===== src/rtl/shift_sequencer.sv =====
`default_nettype none
// ============================================================================
// Module   : shift_sequencer (with serialByteShift)
// Purpose  : Multi-step logical/arithmetic/rotate shifter built from a
//            single-step 8-bit shifter, with valid/ready handshakes.
// Revision : 1.0 - initial release
// ============================================================================

module serialByteShift (
    input  logic [7:0] d_i,
    input  logic       s0_i,
    input  logic       sr_i,
    input  logic       sl_i,
    output logic [7:0] q_o
);
    // s0_i=0 moves bits toward the MSB (fill at bit 0), s0_i=1 toward the LSB.
    assign q_o = s0_i ? {sl_i, d_i[7:1]} : {d_i[6:0], sr_i};
endmodule

module shift_sequencer #(
    parameter int AMT_W = 3
) (
    input  logic             clk,
    input  logic             rst_n,
    input  logic             req_valid,
    output logic             req_ready,
    input  logic [7:0]       req_data,
    input  logic [AMT_W-1:0] req_amt,
    input  logic             req_dir,
    input  logic [1:0]       req_mode,
    output logic             out_valid,
    input  logic             out_ready,
    output logic [7:0]       out_data,
    output logic             out_carry
);
    localparam logic [1:0]       MODE_ARITH = 2'b01;
    localparam logic [1:0]       MODE_ROT   = 2'b10;
    localparam logic [AMT_W-1:0] CNT_ZERO   = '0;
    localparam logic [AMT_W-1:0] CNT_ONE    = AMT_W'(1);

    typedef enum logic [1:0] {
        ST_IDLE  = 2'd0,
        ST_SHIFT = 2'd1,
        ST_DONE  = 2'd2
    } state_t;

    state_t           state_q;
    logic [7:0]       work_q;
    logic             carry_q;
    logic [AMT_W-1:0] cnt_q;
    logic             dir_q;
    logic [1:0]       mode_q;
    logic             out_valid_q;
    logic             req_ready_q;

    logic             out_bit_d;
    logic             fill_d;
    logic             sr_d;
    logic             sl_d;
    logic [7:0]       work_d;

    assign out_bit_d = dir_q ? work_q[0] : work_q[7];

    always_comb begin
        fill_d = 1'b0;
        if (mode_q == MODE_ROT) begin
            fill_d = out_bit_d;
        end else if (mode_q == MODE_ARITH && dir_q) begin
            fill_d = work_q[7];
        end
    end

    // Only the input on the fill side of the current direction is driven.
    assign sr_d = dir_q ? 1'b0 : fill_d;
    assign sl_d = dir_q ? fill_d : 1'b0;

    serialByteShift u_shifter (
        .d_i  (work_q),
        .s0_i (dir_q),
        .sr_i (sr_d),
        .sl_i (sl_d),
        .q_o  (work_d)
    );

    always_ff @(posedge clk) begin
        if (!rst_n) begin
            state_q     <= ST_IDLE;
            work_q      <= 8'h00;
            carry_q     <= 1'b0;
            cnt_q       <= CNT_ZERO;
            dir_q       <= 1'b0;
            mode_q      <= 2'b00;
            out_valid_q <= 1'b0;
            req_ready_q <= 1'b1;
        end else begin
            case (state_q)
                ST_IDLE: begin
                    if (req_valid && req_ready_q) begin
                        work_q      <= req_data;
                        cnt_q       <= req_amt;
                        dir_q       <= req_dir;
                        mode_q      <= req_mode;
                        carry_q     <= 1'b0;
                        req_ready_q <= 1'b0;
                        state_q     <= (req_amt == CNT_ZERO) ? ST_DONE : ST_SHIFT;
                    end
                end
                ST_SHIFT: begin
                    work_q  <= work_d;
                    carry_q <= out_bit_d;
                    cnt_q   <= cnt_q - CNT_ONE;
                    if (cnt_q == CNT_ONE) begin
                        state_q <= ST_DONE;
                    end
                end
                ST_DONE: begin
                    // out_valid is raised one edge after entering DONE and
                    // held with the result until the consumer takes it.
                    if (!out_valid_q) begin
                        out_valid_q <= 1'b1;
                    end else if (out_ready) begin
                        out_valid_q <= 1'b0;
                        req_ready_q <= 1'b1;
                        state_q     <= ST_IDLE;
                    end
                end
                default: begin
                    state_q     <= ST_IDLE;
                    out_valid_q <= 1'b0;
                    req_ready_q <= 1'b1;
                end
            endcase
        end
    end

    assign req_ready = req_ready_q;
    assign out_valid = out_valid_q;
    assign out_data  = work_q;
    assign out_carry = carry_q;
endmodule

`default_nettype wire


===== config.mk =====
export PLATFORM = sky130hd
export DESIGN_NAME = shift_sequencer
export DESIGN_NICKNAME = d
export VERILOG_FILES = /design/src/rtl/shift_sequencer.sv
export SDC_FILE = /design/constraint.sdc
export NUM_CORES = 1
export LEC_CHECK = 0
export ABC_AREA = 1
export CORE_MARGIN = 3
export CORE_UTILIZATION = 35
export CTS_CLUSTER_DIAMETER = 200
export DETAILED_ROUTE_END_ITERATION = 7
export GPL_TIMING_DRIVEN = 0
export PLACE_DENSITY = 0.71
export SKIP_CTS_REPAIR_TIMING = 1
export SYNTH_ARGS = -nofsm -noshare
export SYNTH_HDL_FRONTEND = slang
export SYNTH_SLANG_ARGS = --single-unit

===== constraint.sdc =====
create_clock -name clk -period 1.1 [get_ports clk]
set_input_delay 0.22 -clock clk [delete_from_list [all_inputs] [get_ports clk]]
set_output_delay 0.22 -clock clk [all_outputs]
set_load 0.02 [all_outputs]

### Word-level counts from Yosys, hierarchy flattened

Cells that the tools add are included.

* ROM bits: 0
* memories: 0
* memory bits (writable): 0
* latch bits: 0
* flip-flop bits (word level): 19
* bits of input ports: 18

* add/sub/neg operators: 1
* shifts and indexed selects: 0
* bitwise gates (word level): 1
* magnitude comparators: 0
* eq/ne operators: 9
* muxes and demuxes: 22
* multipliers: 0
* reductions and logical operators: 10
* div/mod/pow operators: 0

Operator list (count)
* 8-bit two-way mux: 2
* 8-bit one-hot mux with 2 select lines: 1
* 2-bit two-way mux: 5
* 1-bit two-way mux: 8
* 2-bit != test (second input constant): 4
* 4-bit AND reduction: 2
* 2-bit one-hot mux with 3 select lines: 1
* 3-bit one-hot mux with 2 select lines: 1
* 2-bit by 1-bit == test with 1-bit output (second input constant): 2
* 2-bit == test (second input constant): 2
* 1-bit one-hot mux with 2 select lines: 2
* 2-bit AND reduction: 2
* 3-bit by 1-bit == test with 1-bit output (second input constant): 1
* 3-bit logical NOT: 1
* 3-bit two-way mux: 1
* 1-bit one-hot mux with 3 select lines: 1
* 3-bit by 1-bit subtractor with 3-bit output (second input constant): 1
* 1-bit logical AND: 2
* 2-bit logical NOT: 1
* 2-bit nonzero test: 1
* 2-bit OR reduction: 1
* 1-bit inverter: 1

### Depth between registers and ports, before layout

Gate-level depths: netlist (run 1).

* depth after elaboration: 6
* depth in mapped cells: 9
* mapped depth without buffers: 8

### Modules after synthesis

From an unflattened synthesis (run 1), not the netlist that was laid out.

* cells, all modules: 171
* area, all modules: 1084.8 um2

By module, submodules not included
* shift_sequencer: cells an instance 145, area each 979.7 um2, times used 1
* serialByteShift: cells an instance 26, area each 105.1 um2, times used 1

### Least setup slack after synthesis (run 1)

No wires, ideal clock.

* path kind: reg-to-reg
* start: register cnt_q[0]
* end: register cnt_q[2]
* setup slack: -0.068 ns
* data arrival time: 1.051 ns
* cell stages (with the launch flop): 8
* path buffers: 0
* period minus slack after synthesis: 1.168 ns
* required time: 0.983 ns
* library setup time: 0.117 ns
* cells stage by stage: dfxtp_1 inv_1 ha_1 or2_2 nand3_1 nand2_1 nor2_1 nor2_1

* longest elaborated chain between the ends: 2

Ends and longest elaborated chain
* start, declared: line 50 `logic [AMT_W-1:0] cnt_q;`
* start signal, assigned: line 100 `cnt_q <= req_amt;`
* start signal, assigned: line 111 `cnt_q <= cnt_q - CNT_ONE;`
* 3-bit by 1-bit subtractor with 3-bit output: line 111
* 3-bit one-hot mux with 2 select lines: line 96 `case (state_q)`

No other way between the ends.
A chain may end at the register's enable or synchronous reset.

### Final worst setup path (run 1)

* start: register state_q[1]
* end: register work_q[7] (netlist: out_data[7])

* longest elaborated chain between the ends: 3
* elaborated cells on any way between the ends: 6
* classes of those cells: eq/ne: 2; mux: 1; reduce/logical: 3

Ends and longest elaborated chain
* start, declared: line 47 `state_t state_q;`
* start signal, assigned: line 105 `state_q <= (req_amt == CNT_ZERO) ? ST_DONE : ST_SHIFT;`
* 2-bit by 1-bit == test with 1-bit output or 2-bit logical NOT (tied branches): line 96
* 2-bit nonzero test (no source line) or 2-bit != test (tied branches)
* 2-bit AND reduction (no source line)
* end signal, assigned: line 99 `work_q <= req_data;`
* end signal, assigned: line 109 `work_q <= work_d;`
* end, declared: line 48 `logic [7:0] work_q;`

Parallel ways exist; a longest one is shown, timed or not.

==> results of run 1 <==
state kept, by name, indices dropped and copies added, names as in the netlist:
signal / count
out_data: 8
cnt_q: 3
mode_q: 2
state_q: 2
dir_q: 1
out_carry: 1
out_valid: 1
req_ready: 1
critical path, delay by kind of cell (launching register included):
kind	cells	cell delay, ns
buffers and inverters	1	0.15
AOI/OAI and AO/OA	2	0.25
and+or+nand+nor	2	0.26
DFF	1	0.37
metrics by stage:
stage          utilization, %  area [sq um]  TNS, ns  hold WS (ns)
6_report                50.42          1426  -0.2311        0.4726
5_1_grt                 50.42          1426   -1.231        0.4999
4_1_cts                 50.42          1426   -5.321        0.4711
3_5_place_dp            49.49          1400   -5.455        0.4543
3_3_place_gp            49.49          1400   -4.936        0.4531
2_1_floorplan               -          1081        0        0.3584
layout make-up:
type / count / area (sq um)
tap: 31 / 38.79
fill: 282 / 1403
sequential: 19 / 392.9
inverter: 18 / 77.57
timing repair buffer: 30 / 242.7
multi-input combinational: 123 / 605.6
buffer: 5 / 42.54
clock buffer: 4 / 26.28
metal layers:
| metal | up-vias | part of all wire, % | GRT usage, % |
|---|---|---|---|
| li1 | 590 | - | - |
| met5 | - | 0 | 0 |
| met3 | 4 | 4.9 | 2.096 |
| met4 | 0 | 1.3 | 4.025 |
| met1 | 490 | 49 | 20.66 |
| met2 | 28 | 45 | 25.23 |
path summary, 6_finish.rpt:
check / startpoint / end / slack (ns) / depth (start not counted)
worst max-delay path: state_q[1]$_SDFFE_PN0P_ / out_data[7]$_SDFFE_PN0P_ / -0.05 / 5
worst min register to register: out_carry$_SDFFE_PN0P_ / out_carry$_SDFFE_PN0P_ / 0.47 / 2
worst min-delay path: out_carry$_SDFFE_PN0P_ / out_carry$_SDFFE_PN0P_ / 0.47 / 2
worst max register to register: state_q[1]$_SDFFE_PN0P_ / out_data[7]$_SDFFE_PN0P_ / -0.05 / 5
report_power, final:
part / internal (uW) / switching (uW) / leakage, uW / total (uW)
combinational: 712 / 1120 / 0.000478 / 1830
sequential: 977 / 218 / 0.000160 / 1190
clock: 141 / 222 / 0.0000150 / 363
total: 1830 / 1560 / 0.000653 / 3390
cell families (layout without fill, tap and decap cells):
logic type | after synthesis | in the layout | synth area share, %
and+or+nand+nor | 89 | 89 | 34.89
AOI/OAI and AO/OA | 32 | 32 | 16.39
buffers and inverters | 23 | 57 | 10.77
DFF | 19 | 19 | 35.60
adders and majority gates | 2 | 2 | 2.342
cell usage in the layout, fill, tap and decap left out, types with 2 or more instances in the layout:
| master | n |
|---|---|
| sky130_fd_sc_hd__nand3b_1 | 2 |
| sky130_fd_sc_hd__ha_4 | 2 |
| sky130_fd_sc_hd__clkbuf_2 | 8 |
| sky130_fd_sc_hd__buf_4 | 4 |
| sky130_fd_sc_hd__inv_1 | 13 |
| sky130_fd_sc_hd__o21ai_0 | 14 |
| sky130_fd_sc_hd__nor2_1 | 27 |
| sky130_fd_sc_hd__a21oi_1 | 7 |
| sky130_fd_sc_hd__buf_2 | 3 |
| sky130_fd_sc_hd__inv_4 | 2 |
| sky130_fd_sc_hd__inv_2 | 2 |
| sky130_fd_sc_hd__o211ai_1 | 3 |
| sky130_fd_sc_hd__buf_6 | 2 |
| sky130_fd_sc_hd__nand2_2 | 2 |
| sky130_fd_sc_hd__a21oi_2 | 2 |
| sky130_fd_sc_hd__o21ai_1 | 6 |
| sky130_fd_sc_hd__nand2_1 | 50 |
| sky130_fd_sc_hd__dfxtp_2 | 10 |
| sky130_fd_sc_hd__clkdlybuf4s50_1 | 17 |
| sky130_fd_sc_hd__clkbuf_4 | 4 |
| sky130_fd_sc_hd__dfxtp_1 | 9 |
==> impl_metrics.ini, run 1 <==
[clock_tree]
cts_tree = built
sink_count_of_the_clock_tree = 19
cts.htree.levels = 1
cts_root_buffer = sky130_fd_sc_hd__clkbuf_4
clock_latency_ns = 0.30
clk_transition_reported_paths_ns = 0.12
cts_buffer_depth = 2
cts-buffers-inserted = 3

[yosys]
synth-edff-count = 0
async_flop_share_pct = 0
synth-seq-cells = 19
synth.lib_cells_used.distinct = 24
synth_area_leaders = sky130_fd_sc_hd__dfxtp_1, sky130_fd_sc_hd__nand2_1, sky130_fd_sc_hd__nor2_1
yosys.area.top_type_share_pct = 35.60
top_ff_cell_synth = sky130_fd_sc_hd__dfxtp_1
synth_largest_area_cell = sky130_fd_sc_hd__dfxtp_1
yosys.cell_count.top_type = sky130_fd_sc_hd__nand2_1
post_synth.cell_area_avg_sq_um = 6.476
syn-num-nets = 185
synth_seq_area_share_pct = 35.60
post_synth_inst_count = 165
yosys_warnings = 0
post_synth_most_frequent_cells = sky130_fd_sc_hd__nand2_1, sky130_fd_sc_hd__nor2_1, sky130_fd_sc_hd__dfxtp_1
mappedNetlistArea_sq_um = 1069

[route]
drt.antenna.violating_nets = 0
drt-initial-drc-count = 57
postRouteWirelength_mm = 2.613
detailedRoute.firstPassIterationCount = 4
vias_after_detailed_routing = 1112
drt_drc_violations_left = 0
average_via_count_per_standard_cell = 4.835
avgRoutedWirePerCell_microns = 11.36

[sta]
finalHoldViolations = 0
post-route-worst-setup-slack_ns = -0.04569
maxSlewHeadroom_pct = 83.02
post-route-min-period_ns = 1.146
finalSetupViolCount = 11
report.final.slew_viol_count = 0
clock-skew-final_ns = 0.009424
achievable-frequency_ghz = 0.8728
max_slew.worst_pin.slew_ns = 0.2528
min_period_over_period_pct = 104.2
rsz0062_at_grt = yes

[setup_path]
timing.critical_path.slowest_stage_cell = sky130_fd_sc_hd__dfxtp_2
worst-setup-path-type = reg2reg
biggest_cell_delay_along_the_critical_path_ns = 0.37
critical_path.startpoint_type = register
worstPathMaxFanout = 10
required_time_worst_endpoint_ns = 1.29
critPathCaptureType = register
worstPathCellList = nor2_2 > nand2_2 > buf_6 > o21ai_0 > a21oi_1
worst_ep_arrival_time_ns = 1.33

[cells_and_area]
final_cells = 230
final_layout_size_suffix_gt1_share_pct = 23.62
n_antenna_cell = 0
syn_to_final_growth_pct = 33.49
design.final.nets = 220

[place]
pre_cts_ws_ns = -0.3069
detailedPlacementHpwl_mm = 1.971
placed_cells = 224
gp_routability_congestion = 0.8312
io_buffers = 28

[pwr]
power_per_cell_area_nw_per_um2 = 2376
design_power_total_uw = 3389
power.ir.vdd_worst_mv = 0.9177
leakage_uw = 0.0006525

[grt]
grt_antenna_before_repair = 0
grt-ovfl-total = 0
pin_count_of_the_biggest_net_entering_global_routing = 11
groute.usage.overall_pct = 15.20
global_route_wire_length_before_repair_mm = 4.360
vias_in_the_first_global_route = 1026

[hold_path]
hold_path_class = reg2reg

[run_status]
failed_checks = setup timing
status = complete, but fails checks

[die]
core_area_sq_um = 2829
die_area_sq_um = 3752
boundaryPins = 29
die_width_microns = 61.26
initial_standard_cell_utilization_of_the_core_pct = 37.77
placement_rows = 19
dieHeight_microns = 61.26

[flow_run]
max_cap_violations = 0
Power figures use the tool's default switching activity.
==> run 2, diff against run 1 <==
--- a/config.mk
+++ b/config.mk
@@ -11,7 +11,7 @@
 export CTS_CLUSTER_DIAMETER = 200
 export DETAILED_ROUTE_END_ITERATION = 7
 export GPL_TIMING_DRIVEN = 0
-export PLACE_DENSITY = 0.71
+export PLACE_DENSITY = 0.69
 export SKIP_CTS_REPAIR_TIMING = 1
 export SYNTH_ARGS = -nofsm -noshare
 export SYNTH_HDL_FRONTEND = slang
==> constraint.sdc (replaced) <==
create_clock -name clk -period 1.4 [get_ports clk]
set_input_delay 0.28 -clock clk [delete_from_list [all_inputs] [get_ports clk]]
set_output_delay 0.28 -clock clk [all_outputs]
set_load 0.02 [all_outputs]
==> run 2 against run 1 <==
The flow now finishes without violations. Utilization increased by 0.53 points. Wire length about the same. Global-route usage decreased by 0.64 points. Via count decreased by 1.7%. Register-to-register slack improved by 0.17 ns. Highest routed layer unchanged. Hold slack improved by 0.0032 ns. Critical path depth increased by 2. Critical endpoint is now cnt_q[2]$_SDFFE_PN0P_. Maximum frequency decreased by 10%. Sequential share of layout area decreased by 1.2 points. Clock skew decreased by 0.0056 ns.
==> impl_metrics.ini, run 2 (synthesis gave the netlist of run 1 again) <==
[clock_tree]
cts_buffer_depth = 2
clock_latency_ns = 0.30
cts_tree = built
sink_count_of_the_clock_tree = 19
clk_transition_reported_paths_ns = 0.11
cts_root_buffer = sky130_fd_sc_hd__clkbuf_4
cts-buffers-inserted = 3
cts.htree.levels = 1

[place]
detailedPlacementHpwl_mm = 1.943
gp_routability_congestion = 0.8359
io_buffers = 28
pre_cts_ws_ns = -0.07058

[hold_path]
hold_path_depth = 2
hold_path_class = reg2reg

[setup_path]
critical_path.startpoint_type = register
critical_path_cell_count = 7
r2r.worst_path.cells = 7
biggest_cell_delay_along_the_critical_path_ns = 0.39
required_time_worst_endpoint_ns = 1.60
worstPathMaxFanout = 4
worst_ep_arrival_time_ns = 1.47
worst-path-buf-inv = 1
worstPathCellList = inv_1 > ha_1 > or2_2 > nand3_1 > nand2_1 > nor2_1 > nor2_1
timing.critical_path.slowest_stage_cell = sky130_fd_sc_hd__dfxtp_1
critPathCaptureType = register
worst-setup-path-type = reg2reg
cp_common_cell = sky130_fd_sc_hd__nor2_1
crit_family = simple AND/OR/NAND/NOR gates

[route]
vias_after_detailed_routing = 1093
detailedRoute.firstPassIterationCount = 4
drt_drc_violations_left = 0
average_via_count_per_standard_cell = 4.794
drt.antenna.violating_nets = 0
drt-initial-drc-count = 56
postRouteWirelength_mm = 2.612
avgRoutedWirePerCell_microns = 11.46

[cells_and_area]
layout_commonest_cell = sky130_fd_sc_hd__nand2_1
n_antenna_cell = 0
flip_flop_count_of_the_largest_register_all_copies_and_words_added = 8
syn_to_final_growth_pct = 34.89
final_layout_size_suffix_gt1_share_pct = 9.645
design.final.nets = 218
final_cell_mix = sky130_fd_sc_hd__nand2_1, sky130_fd_sc_hd__nor2_1, sky130_fd_sc_hd__dfxtp_1, sky130_fd_sc_hd__o21ai_0, sky130_fd_sc_hd__clkdlybuf4s50_1
nFillCells = 302
final_core_utilization_pct = 50.95

[die]
core_area_sq_um = 2829
boundaryPins = 29
placement_rows = 19
initial_standard_cell_utilization_of_the_core_pct = 37.77
die_area_sq_um = 3752
die_width_microns = 61.26
dieHeight_microns = 61.26

[sta]
finalHoldViolations = 0
rsz0062_at_grt = no
finalSetupViolCount = 0
achievable-frequency_ghz = 0.7852
post-route-min-period_ns = 1.274
final.setup.tns_ns = 0
maxSlewHeadroom_pct = 79.48
min_period_over_period_pct = 90.97
max_slew.worst_pin.slew_ns = 0.3055
report.final.slew_viol_count = 0
fin_hold_ws_ns = 0.4759
clock-skew-final_ns = 0.003777
post-route-worst-setup-slack_ns = 0.1264

[grt]
vias_in_the_first_global_route = 906
grt_antenna_before_repair = 0
global_route_wire_length_before_repair_mm = 4.071
groute.usage.overall_pct = 14.56
grt-ovfl-total = 0
pin_count_of_the_biggest_net_entering_global_routing = 11

[pwr]
design_power_total_uw = 2608
comb_power_share_pct = 54.2
power.ir.vdd_worst_mv = 0.8830
switching_share_pct = 44.91
p_seq_share_pct = 34.9
power_per_cell_area_nw_per_um2 = 1810
leakage_uw = 0.0007848
switching_power_uw = 1171
p_int_uw = 1437
power.share.clock_pct = 10.9

[run_status]
status = completed

[flow_run]
max_cap_violations = 0
-- run 2: cell types whose count changed in the layout (fill, tap and decap cells not counted), moves of 4 or more --
cell	change
sky130_fd_sc_hd__clkbuf_2	-7
sky130_fd_sc_hd__dfxtp_1	+10
sky130_fd_sc_hd__dfxtp_2	-10
sky130_fd_sc_hd__dlymetal6s2s_1	+11
sky130_fd_sc_hd__o21ai_0	+4
sky130_fd_sc_hd__o21ai_1	-4
-- run 2: power groups by stage --
stage,sequential (uW),combinational [uW],clock (uW)
after global routing,944,1580,318
final,911,1410,284
after detailed placement,930,1440,0
after floorplan,1040,832,0
after global placement,919,1410,0
after CTS,918,1440,291
-- run 2: tightest hold or removal path, cell delays in order (launching register included) --
cell and delay [ns]:
sky130_fd_sc_hd__dfxtp_1 0.33, sky130_fd_sc_hd__o21ai_0 0.07, sky130_fd_sc_hd__nand2_1 0.04
-- run 2: area by class of cell --
class	instances	area, sq um	area share, %
plain buffers	5	40.04	2.778
clock buffers	4	26.28	1.823
inverters	18	75.07	5.208
multi-input cells	123	573.1	39.76
flip-flops and latches	19	380.4	26.39
well taps	31	38.79	2.691
repair buffers	28	307.8	21.35
-- run 2: metal layers --
metal / up-vias / track usage [%] / share of wire [%] / routed length [microns]
met4: 0 / 5.573 / 1.4 / 36
met1: 472 / 21.52 / 50 / 1308
met5: - / 0 / 0 / 0
met2: 31 / 20.69 / 43 / 1132
met3: 4 / 2.725 / 5.2 / 135
li1: 586 / - / - / -
-- run 2: metrics by stage --
step | cell area [sq um] | std cells
2_1_floorplan | 1069 | 165
5_1_grt | 1441 | 228
3_3_place_gp | 1388 | 224
4_1_cts | 1414 | 228
6_report | 1441 | 228
3_5_place_dp | 1388 | 224
-- run 2: worst paths after layout --
check                         start                     end  slack, ns
min          req_ready$_SDFFE_PN1P_  req_ready$_SDFFE_PN1P_       0.48
max           cnt_q[0]$_SDFFE_PN0P_   cnt_q[2]$_SDFFE_PN0P_       0.13
min reg2reg  req_ready$_SDFFE_PN1P_  req_ready$_SDFFE_PN1P_       0.48
max reg2reg   cnt_q[0]$_SDFFE_PN0P_   cnt_q[2]$_SDFFE_PN0P_       0.13
==> run 3, diff against run 2 <==
--- a/config.mk
+++ b/config.mk
@@ -15,4 +15,5 @@
 export SKIP_CTS_REPAIR_TIMING = 1
 export SYNTH_ARGS = -nofsm -noshare
 export SYNTH_HDL_FRONTEND = slang
+export SYNTH_HIERARCHICAL = 1
 export SYNTH_SLANG_ARGS = --single-unit
==> run 3 against run 2 <==
Via count up 3.8%. Sequential share of layout area down 0.25 points. Combinational power up 17%. Non-clock buffer count up 1. Largest power group unchanged. Critical path depth down 6. Sequential power up 5.7%. Synthesized cell count up 3.6%. Maximum frequency up 2.1%. Global-route usage up 0.66 points. Total power up 11%. Hold slack worse by 0.011 ns. Utilization up 0.23 points. Critical endpoint is now out_data[7].
==> impl_metrics.ini, run 3 <==
[run_status]
status = completed

[grt]
pin_count_of_the_biggest_net_entering_global_routing = 11
grt-ovfl-total = 0
vias_in_the_first_global_route = 1035
grt_antenna_before_repair = 0
global_route_wire_length_before_repair_mm = 4.374
groute.usage.overall_pct = 15.21

[yosys]
async_flop_share_pct = 0
synth.area.mux_share_pct = 0
synth_seq_area_share_pct = 35.06
synthXorXnorAreaFrac_pct = 0
synth-edff-count = 0
post_synthesis_compound_gate_area_fraction_pct = 13.26
post_synth_most_frequent_cells = sky130_fd_sc_hd__nand2_1, sky130_fd_sc_hd__nor2_1, sky130_fd_sc_hd__dfxtp_1
syn-num-nets = 191
synth-seq-cells = 19
combinational_family_with_the_most_area_after_synthesis = simple AND/OR/NAND/NOR gates
synth.lib_cells_used.distinct = 17
post_synth_and_or_nand_nor_area_fraction_pct = 39.68
post_synth_inst_count = 171
mappedNetlistArea_sq_um = 1085
yosys.cell_count.top_type = sky130_fd_sc_hd__nand2_1
yosys_warnings = 6
post_synth.cell_area_avg_sq_um = 6.344
arithmetic_cell_share_of_the_synthesized_area_counting_full_adders_half_adders_and_majority_gates_pct = 2.307
top_ff_cell_synth = sky130_fd_sc_hd__dfxtp_1
synth_area_leaders = sky130_fd_sc_hd__dfxtp_1, sky130_fd_sc_hd__nand2_1, sky130_fd_sc_hd__nor2_1
yosys.area.top_type_share_pct = 35.06
synth_largest_area_cell = sky130_fd_sc_hd__dfxtp_1

[clock_tree]
sink_count_of_the_clock_tree = 19
cts-buffers-inserted = 3
clk_transition_reported_paths_ns = 0.11
cts_tree = built
cts.htree.levels = 1
cts_root_buffer = sky130_fd_sc_hd__clkbuf_4
cts_buffer_depth = 2
clock_latency_ns = 0.30

[setup_path]
worst_ep_arrival_time_ns = 0.97
biggest_cell_delay_along_the_critical_path_ns = 0.42
worst-path-buf-inv = 1
critPathCaptureType = output port
worstPathCellList = dlymetal6s2s_1
critical_path.startpoint_type = register
worstPathMaxFanout = 5
timing.critical_path.slowest_stage_cell = sky130_fd_sc_hd__dfxtp_1
required_time_worst_endpoint_ns = 1.12
worst-setup-path-type = reg2out
crit_family = flip-flops

[route]
drt.antenna.violating_nets = 0
postRouteWirelength_mm = 2.645
average_via_count_per_standard_cell = 4.846
drt-initial-drc-count = 49
drt_drc_violations_left = 0
detailedRoute.firstPassIterationCount = 4
avgRoutedWirePerCell_microns = 11.30
vias_after_detailed_routing = 1134

[cells_and_area]
n_antenna_cell = 0
nFillCells = 296
flip_flop_count_of_the_largest_register_all_copies_and_words_added = 8
layout_commonest_cell = sky130_fd_sc_hd__nand2_1
final_cell_mix = sky130_fd_sc_hd__nand2_1, sky130_fd_sc_hd__nor2_1, sky130_fd_sc_hd__dfxtp_1, sky130_fd_sc_hd__clkdlybuf4s50_1, sky130_fd_sc_hd__o21ai_0
syn_to_final_growth_pct = 34.60
seqCellArea_sq_um = 381.6
final_layout_size_suffix_gt1_share_pct = 10.84
footprint_of_the_multi_input_gates_sq_um = 599.3
design.final.nets = 224

[sta]
achievable-frequency_ghz = 0.8018
min_period_over_period_pct = 89.09
finalSetupViolCount = 0
finalHoldViolations = 0
maxSlewHeadroom_pct = 83.59
max_slew.worst_pin.slew_ns = 0.2454
report.final.slew_viol_count = 0
final.setup.tns_ns = 0
clock-skew-final_ns = 0.009058
rsz0062_at_grt = no
post-route-min-period_ns = 1.247

[die]
die_width_microns = 61.67
initial_standard_cell_utilization_of_the_core_pct = 38.03
placement_rows = 19
boundaryPins = 29
dieHeight_microns = 61.67
die_area_sq_um = 3803
core_area_sq_um = 2853

[flow_run]
max_cap_violations = 0

[hold_path]
hold_path_class = reg2reg

[place]
gp_routability_congestion = 0.8200
io_buffers = 28
detailedPlacementHpwl_mm = 1.952

[pwr]
power_per_cell_area_nw_per_um2 = 1986
design_power_total_uw = 2900
leakage_uw = 0.0008243
power.ir.vdd_worst_mv = 0.7086
[run 3: changes by cell type in the layout (fill, tap and decap cells not counted), sizes merged, moves of 3 or more]
cell | previous run | this run
nand3 | 2 | 8
o21ai | 20 | 15
inv | 18 | 12
nand2 | 53 | 70
o211ai | 3 | 0
[run 3: kinds of logic after synthesis]
kind of cell             Yosys count
adder cells (fa/ha/maj)            2
AND/OR/NAND/NOR                  107
flip-flops                        19
buffers and inverters             18
AO/OA/AOI/OAI                     25
[run 3: metrics by stage]
stage / cell area, sq um / hold WS, ns / util, % / worst slack, ns / cells
after global placement: 1404 / 0.4502 / 49.21 / -0.1996 / 230
after floorplan: 1085 / 0.4157 / - / 0.1999 / 171
after CTS: 1430 / 0.4708 / 50.13 / -0.2472 / 234
final: 1460 / 0.4646 / 51.18 / 0.1528 / 234
after detailed placement: 1404 / 0.4539 / 49.21 / -0.2110 / 230
after global routing: 1460 / 0.5095 / 51.18 / 0.01939 / 234
[run 3: worst paths after layout]
kind / cells past startpoint / slack, ns / endpoint / start
worst min register to register: 2 / 0.46 / out_carry$_SDFFE_PN0P_ / out_carry$_SDFFE_PN0P_
worst max-delay path: 1 / 0.15 / out_data[7] / out_data[7]$_SDFFE_PN0P_
worst max register to register: 4 / 0.18 / dir_q$_SDFFE_PN0P_ / state_q[1]$_SDFFE_PN0P_
worst min-delay path: 2 / 0.46 / out_carry$_SDFFE_PN0P_ / out_carry$_SDFFE_PN0P_
[run 3: final cells by class]
cell class | instances | area share, %
Multi-Input combinational cell | 134 | 41.05
Sequential cell | 19 | 26.14
Timing Repair Buffer | 28 | 21.08
Buffer | 6 | 4.199
Inverter | 12 | 3.085
Tap cell | 31 | 2.656
Clock buffer | 4 | 1.799
[run 3: report_power, final]
group	switching [uW]	total (uW)	internal, uW	leakage [uW]
Combinational	952	1650	696	0.000652
Sequential	204	963	759	0.000157
Clock	178	289	111	0.0000150
[run 3: layer usage]
| layer | track usage (%) | vias up | routed length [microns] |
|---|---|---|---|
| met1 | 20.03 | 514 | 1241 |
| met5 | 0 | - | 0 |
| met3 | 1.468 | 2 | 91 |
| met4 | 5.455 | 0 | 14 |
| li1 | - | 600 | - |
| met2 | 25.71 | 18 | 1297 |
